### src/rtl/kf_step_ctrl.sv
// kf_step_ctrl
//   Sequencer for one iteration of the 2-state Q10 Kalman filter. It latches a
//   measurement, fires start pulses to the five serial stage blocks in order
//   (prior state || prior cov -> gain -> post state || post cov), collects
//   their done pulses and presents the posterior state on an output handshake.
//   Each stage phase has a watchdog; a timeout parks the FSM in ERR until clr.
//
// Ports
//   clk, rst_n             clock, async active-low reset
//   clr                    synchronous abort/clear
//   meas_valid/meas_ready  measurement handshake; z00_in/z10_in data
//   z00_meas/z10_meas      latched measurement
//   st_start[4:0]          start pulses: 0 prior state, 1 prior cov, 2 gain,
//                          3 post state, 4 post cov
//   st_done[4:0]           done pulses from the same stages
//   X00_post_in/X10_post_in posterior state from the post-state stage
//   x00_out/x10_out        registered posterior state
//   out_valid/out_ready    result handshake
//   busy, err, err_stage   status (err_stage: 1 PRED, 2 GAIN, 3 POST)
//   iter_cnt               completed iterations (wraps)
//
// State  | meaning
// IDLE   | waiting for a measurement
// PRED   | prior state and prior covariance stages running
// GAIN   | gain stage running
// POST   | posterior state and posterior covariance stages running
// OUT    | result held on the output until accepted
// ERR    | a phase watchdog expired; held until clr
module kf_step_ctrl #(
  parameter int N    = 20,
  parameter int FRAC = 10,
  parameter int TMO  = 255
) (
  input  logic                clk,
  input  logic                rst_n,
  input  logic                clr,
  input  logic                meas_valid,
  output logic                meas_ready,
  input  logic signed [N-1:0] z00_in,
  input  logic signed [N-1:0] z10_in,
  output logic signed [N-1:0] z00_meas,
  output logic signed [N-1:0] z10_meas,
  output logic        [4:0]   st_start,
  input  logic        [4:0]   st_done,
  input  logic signed [N-1:0] X00_post_in,
  input  logic signed [N-1:0] X10_post_in,
  output logic signed [N-1:0] x00_out,
  output logic signed [N-1:0] x10_out,
  output logic                out_valid,
  input  logic                out_ready,
  output logic                busy,
  output logic                err,
  output logic        [1:0]   err_stage,
  output logic        [15:0]  iter_cnt
);

  // FRAC only describes the data format; no arithmetic is done here.
  generate
    if (TMO < 1 || TMO > 65535 || FRAC < 0 || FRAC >= N) begin : g_bad_param
      $error("kf_step_ctrl: TMO must be 1..65535 and FRAC must be 0..N-1");
    end
  endgenerate

  // Watchdog is a down-counter loaded on phase entry; expiry is the cycle it
  // sits at zero, which is the TMO-th cycle of the phase.
  localparam logic [15:0] WD_LOAD = 16'(TMO - 1);

  typedef enum logic [2:0] {
    S_IDLE,
    S_PRED,
    S_GAIN,
    S_POST,
    S_OUT,
    S_ERR
  } state_t;

  state_t              state_q, state_d;
  logic        [4:0]   st_start_q, st_start_d;
  logic        [4:0]   flag_q, flag_d;
  logic                first_q, first_d;
  logic        [15:0]  wd_q, wd_d;
  logic signed [N-1:0] z00_q, z00_d, z10_q, z10_d;
  logic signed [N-1:0] x00_q, x00_d, x10_q, x10_d;
  logic                out_valid_q, out_valid_d;
  logic                err_q, err_d;
  logic        [1:0]   err_stage_q, err_stage_d;
  logic        [15:0]  iter_q, iter_d;

  logic [4:0] phase_mask;
  logic [4:0] done_v;
  logic [4:0] seen;

  always_comb begin
    phase_mask = 5'b00000;
    case (state_q)
      S_PRED:  phase_mask = 5'b00011;
      S_GAIN:  phase_mask = 5'b00100;
      S_POST:  phase_mask = 5'b11000;
      default: phase_mask = 5'b00000;
    endcase
  end

  // Done pulses only count from the cycle after the start pulse and only for
  // the stages owned by the current phase.
  assign done_v = st_done & phase_mask & {5{~first_q}};
  assign seen   = flag_q | done_v;

  always_comb begin
    state_d     = state_q;
    st_start_d  = 5'b00000;
    flag_d      = flag_q;
    first_d     = 1'b0;
    wd_d        = wd_q;
    z00_d       = z00_q;
    z10_d       = z10_q;
    x00_d       = x00_q;
    x10_d       = x10_q;
    out_valid_d = out_valid_q;
    err_d       = err_q;
    err_stage_d = err_stage_q;
    iter_d      = iter_q;

    if (clr) begin
      state_d     = S_IDLE;
      flag_d      = 5'b00000;
      wd_d        = 16'd0;
      out_valid_d = 1'b0;
      err_d       = 1'b0;
      err_stage_d = 2'd0;
    end else begin
      case (state_q)
        S_IDLE: begin
          if (meas_valid) begin
            z00_d      = z00_in;
            z10_d      = z10_in;
            state_d    = S_PRED;
            st_start_d = 5'b00011;
            first_d    = 1'b1;
            flag_d     = 5'b00000;
            wd_d       = WD_LOAD;
          end
        end

        S_PRED: begin
          flag_d = seen;
          if (&seen[1:0]) begin
            state_d    = S_GAIN;
            st_start_d = 5'b00100;
            first_d    = 1'b1;
            wd_d       = WD_LOAD;
          end else if (wd_q == 16'd0) begin
            state_d     = S_ERR;
            err_d       = 1'b1;
            err_stage_d = 2'd1;
          end else begin
            wd_d = wd_q - 16'd1;
          end
        end

        S_GAIN: begin
          flag_d = seen;
          if (seen[2]) begin
            state_d    = S_POST;
            st_start_d = 5'b11000;
            first_d    = 1'b1;
            wd_d       = WD_LOAD;
          end else if (wd_q == 16'd0) begin
            state_d     = S_ERR;
            err_d       = 1'b1;
            err_stage_d = 2'd2;
          end else begin
            wd_d = wd_q - 16'd1;
          end
        end

        S_POST: begin
          flag_d = seen;
          // Posterior state is only valid on the post-state done cycle.
          if (done_v[3] && !flag_q[3]) begin
            x00_d = X00_post_in;
            x10_d = X10_post_in;
          end
          if (&seen[4:3]) begin
            state_d     = S_OUT;
            out_valid_d = 1'b1;
          end else if (wd_q == 16'd0) begin
            state_d     = S_ERR;
            err_d       = 1'b1;
            err_stage_d = 2'd3;
          end else begin
            wd_d = wd_q - 16'd1;
          end
        end

        S_OUT: begin
          if (out_ready) begin
            out_valid_d = 1'b0;
            iter_d      = iter_q + 16'd1;
            state_d     = S_IDLE;
          end
        end

        S_ERR: begin
          state_d = S_ERR;
        end

        default: begin
          state_d = S_IDLE;
        end
      endcase
    end
  end

  always_ff @(posedge clk or negedge rst_n) begin
    if (!rst_n) begin
      state_q     <= S_IDLE;
      st_start_q  <= 5'b00000;
      flag_q      <= 5'b00000;
      first_q     <= 1'b0;
      wd_q        <= 16'd0;
      z00_q       <= '0;
      z10_q       <= '0;
      x00_q       <= '0;
      x10_q       <= '0;
      out_valid_q <= 1'b0;
      err_q       <= 1'b0;
      err_stage_q <= 2'd0;
      iter_q      <= 16'd0;
    end else begin
      state_q     <= state_d;
      st_start_q  <= st_start_d;
      flag_q      <= flag_d;
      first_q     <= first_d;
      wd_q        <= wd_d;
      z00_q       <= z00_d;
      z10_q       <= z10_d;
      x00_q       <= x00_d;
      x10_q       <= x10_d;
      out_valid_q <= out_valid_d;
      err_q       <= err_d;
      err_stage_q <= err_stage_d;
      iter_q      <= iter_d;
    end
  end

  assign meas_ready = (state_q == S_IDLE);
  assign busy       = (state_q != S_IDLE) && (state_q != S_ERR);
  assign st_start   = st_start_q;
  assign z00_meas   = z00_q;
  assign z10_meas   = z10_q;
  assign x00_out    = x00_q;
  assign x10_out    = x10_q;
  assign out_valid  = out_valid_q;
  assign err        = err_q;
  assign err_stage  = err_stage_q;
  assign iter_cnt   = iter_q;

endmodule
### config.mk
export PLATFORM = sky130hd
export DESIGN_NAME = kf_step_ctrl
export DESIGN_NICKNAME = d
export VERILOG_FILES = /design/src/rtl/kf_step_ctrl.sv
export SDC_FILE = /design/constraint.sdc
export NUM_CORES = 1
export LEC_CHECK = 0
export BUFFER_PORTS_ARGS = -buffer_cell sky130_fd_sc_hd__buf_2
export CORE_ASPECT_RATIO = 2
export CORE_UTILIZATION = 40
export CTS_CLUSTER_DIAMETER = 80
export CTS_CLUSTER_SIZE = 40
export DETAILED_ROUTE_END_ITERATION = 6
export PLACE_DENSITY_LB_ADDON = 0.2
export SETUP_SLACK_MARGIN = 0.02
export SKIP_LAST_GASP = 1
export SLEW_MARGIN = 40
export SYNTH_ARGS = -nofsm -noshare
export SYNTH_HDL_FRONTEND = slang
export SYNTH_SLANG_ARGS = --single-unit
### constraint.sdc
create_clock -name clk -period 6.84 [get_ports clk]
set_clock_uncertainty 0.2 [all_clocks]
set_input_delay 1.368 -clock clk [delete_from_list [all_inputs] [get_ports clk]]
set_output_delay 1.368 -clock clk [all_outputs]
set_load 0.02 [all_outputs]
==> results of run 1 <==
[cell type report]
type                            count  area share (%)
Sequential cell                   128            43.5
Multi-Input combinational cell    370            30.4
Timing Repair Buffer              199            13.8
Clock buffer                       19            6.01
Tap cell                          186            3.16
Clock inverter                     13            2.41
Inverter                           14           0.713
Antenna cell                        2          0.0679
[cells by family after synthesis]
family / share of synthesized area (%)
and+or+nand+nor: 20.3
DFF: 57.1
AOI/OAI and AO/OA: 7.88
buffers and inverters: 3.37
muxes: 8.59
xor gates and xnor gates: 2.34
adders and majority gates: 0.446
[worst max path at each step]
stage / slack, ns / startpoint / to
floorplan: 3.91 / clr / wd_q[4]
global placement: 3.17 / clr / z10_meas[15]
finish: 3.50 / state_q[1] / busy
global route: 3.39 / state_q[1] / busy
CTS: 3.50 / state_q[1] / busy
detailed placement: 3.44 / clr / z00_meas[2]
[cells in the mapped netlist (all sizes together), types with 2 or more instances]
cell	n	share of area [%]
a211o	3	0.47
a211oi	5	0.67
a21oi	19	1.7
a221oi	3	0.47
a22o	3	0.47
a31oi	2	0.22
and3	6	0.67
buf	10	1.1
clkbuf	20	1.3
dfrtp	128	57
ha	2	0.45
inv	14	0.94
mux2	41	8.2
mux2i	2	0.36
nand2	135	9.0
nand2b	7	0.78
nand3	10	0.89
nand4	5	0.56
nor2	25	1.7
nor2b	4	0.45
nor3	18	1.6
nor3b	3	0.40
nor4	13	1.8
o211ai	2	0.27
o21ai	15	1.3
o21bai	2	0.27
o22ai	3	0.33
o2bb2ai	3	0.47
o31ai	2	0.27
or3	4	0.54
or4	7	1.1
xnor2	9	1.4
xor2	6	0.94
[registers in the layout, indices dropped and copies added, names as in the netlist, 3 cells and up]
register and count:
state_q 3, st_start 3, flag_q 5, z10_meas 20, iter_cnt 16, x00_out 20, x10_out 20, wd_q 16
z00_meas 20
[report_power, final]
group,internal (mW),switching (mW),total (mW)
sequential,0.843,0.0557,0.899
combinational,0.141,0.254,0.395
clock,0.592,0.344,0.936
total,1.58,0.654,2.23
[per-layer routing]
metal  GRT usage, %  routed length (um)
met2           35.7                7690
met5              0                   0
met3           4.62                 641
met4           8.48                 380
met1           22.0                5400
[stage by stage]
step	cells	cell area (um2)
2_1_floorplan	542	5610
3_3_place_gp	897	6720
3_5_place_dp	897	6740
4_1_cts	929	7360
5_1_grt	931	7370
6_report	931	7370
[critical path, cell delays in order, from the launching register on]
cell and delay [ns]:
dfrtp_1 0.73, inv_1 0.30, nand3_1 0.16, buf_2 0.18
==> results.py, run 1 <==
metrics = {
    "worst_hold_path": {
        "holdPathStages": 1,
        "worstHoldStart": "iter_cnt[15]",
        "hold_class": "reg2reg",
        "min_to": "iter_cnt[15]",
    },
    "routing": {
        "ant_nets": 0,
        "num_vias": 4673,
        "drcViolationCount": 0,
        "viasPerCell": 5.02,
        "firstDrtPassIters": 4,
        "drt_iter0_drc": 171,
        "routedWlPerCell_um": 15.2,
        "routed_wl_um": 14100,
    },
    "final_layout": {
        "final_common_cell": "buf_2",
        "drive_above_1_share_pct": 38.1,
        "fin_util_pct": 54.2,
        "syn2layout_area_growth_pct": 31.4,
        "layout_common_cells": "195 x buf_2, 135 x nand2_1, 128 x dfrtp_1",
        "layout.nets": 822,
        "multi_input_area_um2": 2240,
        "seq_area_um2": 3200,
        "nFillCells": 1254,
    },
    "worst_setup_path": {
        "worst-setup-path-type": "reg2out",
        "worstRegToRegCells": 7,
        "timing.rr.end": "state_q[0]",
        "start_kind": "register",
        "crit_path_end_kind": "output port",
        "r2r_setup_slack_ns": 3.89,
        "r2r-start": "wd_q[0]",
        "worst-path-max-fanout": 20,
        "arrival_ns": 1.77,
        "worstPathRequired_ns": 5.27,
    },
    "grt": {
        "antenna_found_initial": 2,
        "gr-usage-all-layers_pct": 19.8,
        "grt_max_degree": 68,
        "grt_pass1_wl_um": 22400,
        "grt_overflow": 0,
        "grt_pass1_vias": 4510,
    },
    "clock_tree": {
        "cts.clk_slew.worst_paths_ns": 0.06,
        "cts_buffers": 17,
        "cts_max_path_buffers": 2,
        "numClockSinks": 128,
        "clock_latency_ns": 0.40,
        "root_buffer": "clkbuf_16",
        "holdBufCountCts": 0,
        "cts_resized": 0,
        "cts_setup_buffers": 0,
        "htree_levels": 4,
        "cts_tree": "yes",
    },
    "flow_run": {
        "max_cap_violations": 0,
    },
    "power_and_ir_drop": {
        "leakage_nw": 3.95,
        "power.total_mw": 2.23,
        "ir_drop_mv": 0.185,
        "p_per_area_nw_per_um2": 303,
    },
    "yosys": {
        "yosysWarnings": 0,
        "ys_ff_latch": 128,
        "syn_area_per_cell_um2": 10.3,
        "syn-cell-area_um2": 5610,
        "synthFlopType": "dfrtp_1",
        "yosysSeqAreaShare_pct": 57.1,
        "synth_edf_count": 0,
        "synthDistinctLibCells": 51,
        "postSynthCellCount": 542,
        "async_flop_share_pct": 100,
        "syn_nets": 634,
    },
    "die": {
        "dieArea_um2": 14500,
        "rows": 60,
        "ios": 197,
        "die_w_um": 85.7,
        "start_util_pct": 41.3,
        "die_h_um": 169,
        "coreArea_um2": 13600,
    },
    "placement": {
        "gp_congestion": 0.820,
        "portBuffers": 196,
        "pre_cts_ws_ns": 3.44,
        "dp_hpwl_um": 10300,
    },
    "timing": {
        "rsz0062_at_grt": "no",
        "hold_viol_final": 0,
        "drv_slew": 0,
        "setup_viol": 0,
        "fin_crit_sh_pct": 48.8,
        "finalSetupTns_ns": 0,
        "hold_ws_ns": 0.269,
        "relSlewSlack_pct": 51.9,
        "fin_crit_ns": 3.34,
        "setup_slack_ns": 3.50,
        "tightest_slew_ns": 0.715,
        "fmaxAchievable_mhz": 299,
    },
    "outcome": {
        "outcome": "finished, final reports clean",
    },
}
Note: power is estimated with default switching activity, not from simulation.
==> run 2, diff against run 1 <==
Clock period 6.84 ns to 3 ns, I/O delays scaled along.
==> results.py, run 2 (same netlist as run 1, synthesis figures left out) <==
metrics = {
    "die": {
        "dieArea_um2": 14500,
        "die_w_um": 85.7,
        "rows": 60,
        "coreArea_um2": 13600,
        "die_h_um": 169,
        "ios": 197,
        "start_util_pct": 41.3,
    },
    "final_layout": {
        "drive_above_1_share_pct": 38.6,
        "fin_util_pct": 54.7,
        "seq_area_um2": 3200,
        "syn2layout_area_growth_pct": 32.5,
        "diodes": 0,
        "layout_common_cells": "195 x buf_2, 135 x nand2_1, 128 x dfrtp_1",
        "final_cells": 942,
        "layout.nets": 835,
        "multi_input_area_um2": 2220,
        "post-route-cell-area_um2": 7430,
        "nFillCells": 1264,
        "final_common_cell": "buf_2",
    },
    "worst_setup_path": {
        "timing.rr.end": "state_q[0]",
        "r2r_setup_slack_ns": 0.31,
        "arrival_ns": 2.82,
        "crit_path_end_kind": "register",
        "worst-setup-path-type": "reg2reg",
        "worst-path-max-fanout": 5,
        "worstRegToRegCells": 7,
        "start_kind": "register",
        "r2r-start": "wd_q[1]",
        "worstPathRequired_ns": 3.13,
    },
    "worst_hold_path": {
        "min_to": "z10_meas[18]",
        "hold_class": "in2reg",
        "worstHoldStart": "z10_in[18]",
        "holdPathStages": 3,
    },
    "timing": {
        "finalSetupTns_ns": 0,
        "relSlewSlack_pct": 52.1,
        "setup_viol": 0,
        "tightest_slew_ns": 0.718,
        "fmaxAchievable_mhz": 372,
        "rsz0062_at_grt": "no",
        "fin_crit_sh_pct": 89.6,
        "fin_crit_ns": 2.69,
        "hold_viol_final": 0,
        "drv_slew": 0,
    },
    "routing": {
        "routed_wl_um": 14300,
        "viasPerCell": 5.05,
        "drcViolationCount": 0,
        "ant_nets": 0,
        "firstDrtPassIters": 4,
        "num_vias": 4758,
        "drt_iter0_drc": 184,
        "routedWlPerCell_um": 15.1,
    },
    "power_and_ir_drop": {
        "ir_drop_mv": 0.418,
        "p_per_area_nw_per_um2": 675,
        "power.total_mw": 5.01,
        "leakage_nw": 4.00,
    },
    "clock_tree": {
        "cts_buffers": 17,
        "cts_resized": 0,
        "htree_levels": 4,
        "cts.clk_slew.worst_paths_ns": 0.06,
        "cts_tree": "yes",
        "numClockSinks": 128,
        "root_buffer": "clkbuf_16",
        "clock_latency_ns": 0.41,
        "cts_max_path_buffers": 2,
    },
    "grt": {
        "gr-usage-all-layers_pct": 20.2,
        "antenna_found_initial": 0,
        "met1_usage_pct": 21.4,
        "grt_pass1_wl_um": 22800,
        "grt_pass1_vias": 4708,
        "met3_usage_pct": 4.86,
        "met2_usage_pct": 37.5,
        "grt_max_degree": 67,
        "grt_overflow": 0,
        "grt_busiest_layer": "met2",
    },
    "placement": {
        "dp_hpwl_um": 10500,
        "portBuffers": 196,
        "placed_cells": 909,
        "placed_area_um2": 6830,
        "gp_congestion": 0.885,
    },
    "flow_run": {
        "max_cap_violations": 0,
    },
    "outcome": {
        "outcome": "finished, final reports clean",
    },
}
-- run 2: worst max-delay path by stage --
stage,start,endpoint,slack (ns),cells past startpoint
after floorplan,wd_q[0],state_q[0],0.35,8
after global placement,wd_q[1],state_q[0],0.39,7
after detailed placement,wd_q[1],state_q[0],0.33,7
after CTS,wd_q[1],state_q[0],0.30,7
after global routing,wd_q[0],wd_q[10],0.17,8
final,wd_q[1],state_q[0],0.31,7
-- run 2: layout make-up --
class | instances | share of cell area (%)
Multi-Input combinational cell | 370 | 29.9
Tap cell | 186 | 3.13
Inverter | 14 | 0.707
Clock inverter | 13 | 2.11
Clock buffer | 19 | 5.83
Timing Repair Buffer | 212 | 15.2
Sequential cell | 128 | 43.1
-- run 2: power breakdown --
group          internal, mW  switching (mW)
combinational         0.334           0.587
sequential             1.92           0.119
clock                  1.24           0.809
total                  3.50            1.51
-- run 2: worst max-delay path: stages, from the launching register on --
cell and delay (ns):
dfrtp_1 0.40, inv_1 0.11, ha_1 0.17, or3b_2 0.45, or2_2 0.32, or4_1 0.51, a211o_1 0.33, a21boi_1 0.12
-- run 2: per-layer routing --
layer	share of wire, %	wire, um
met5	0	0
met4	2.2	308
met3	5.1	722
met2	56	7960
met1	37	5280
-- run 2: timing repair --
action | CTS | global route
hold buffers | 1 | 0
buffers inserted | 0 | 0
hold endpoints to repair | 33 | 0
-- run 2: stage by stage --
stage	setup WS (ns)	hold slack, ns
3_5_place_dp	0.335	0.257
6_report	0.312	0.169
4_1_cts	0.301	0.158
3_3_place_gp	0.390	0.254
2_1_floorplan	0.352	0.104
5_1_grt	0.169	0.160
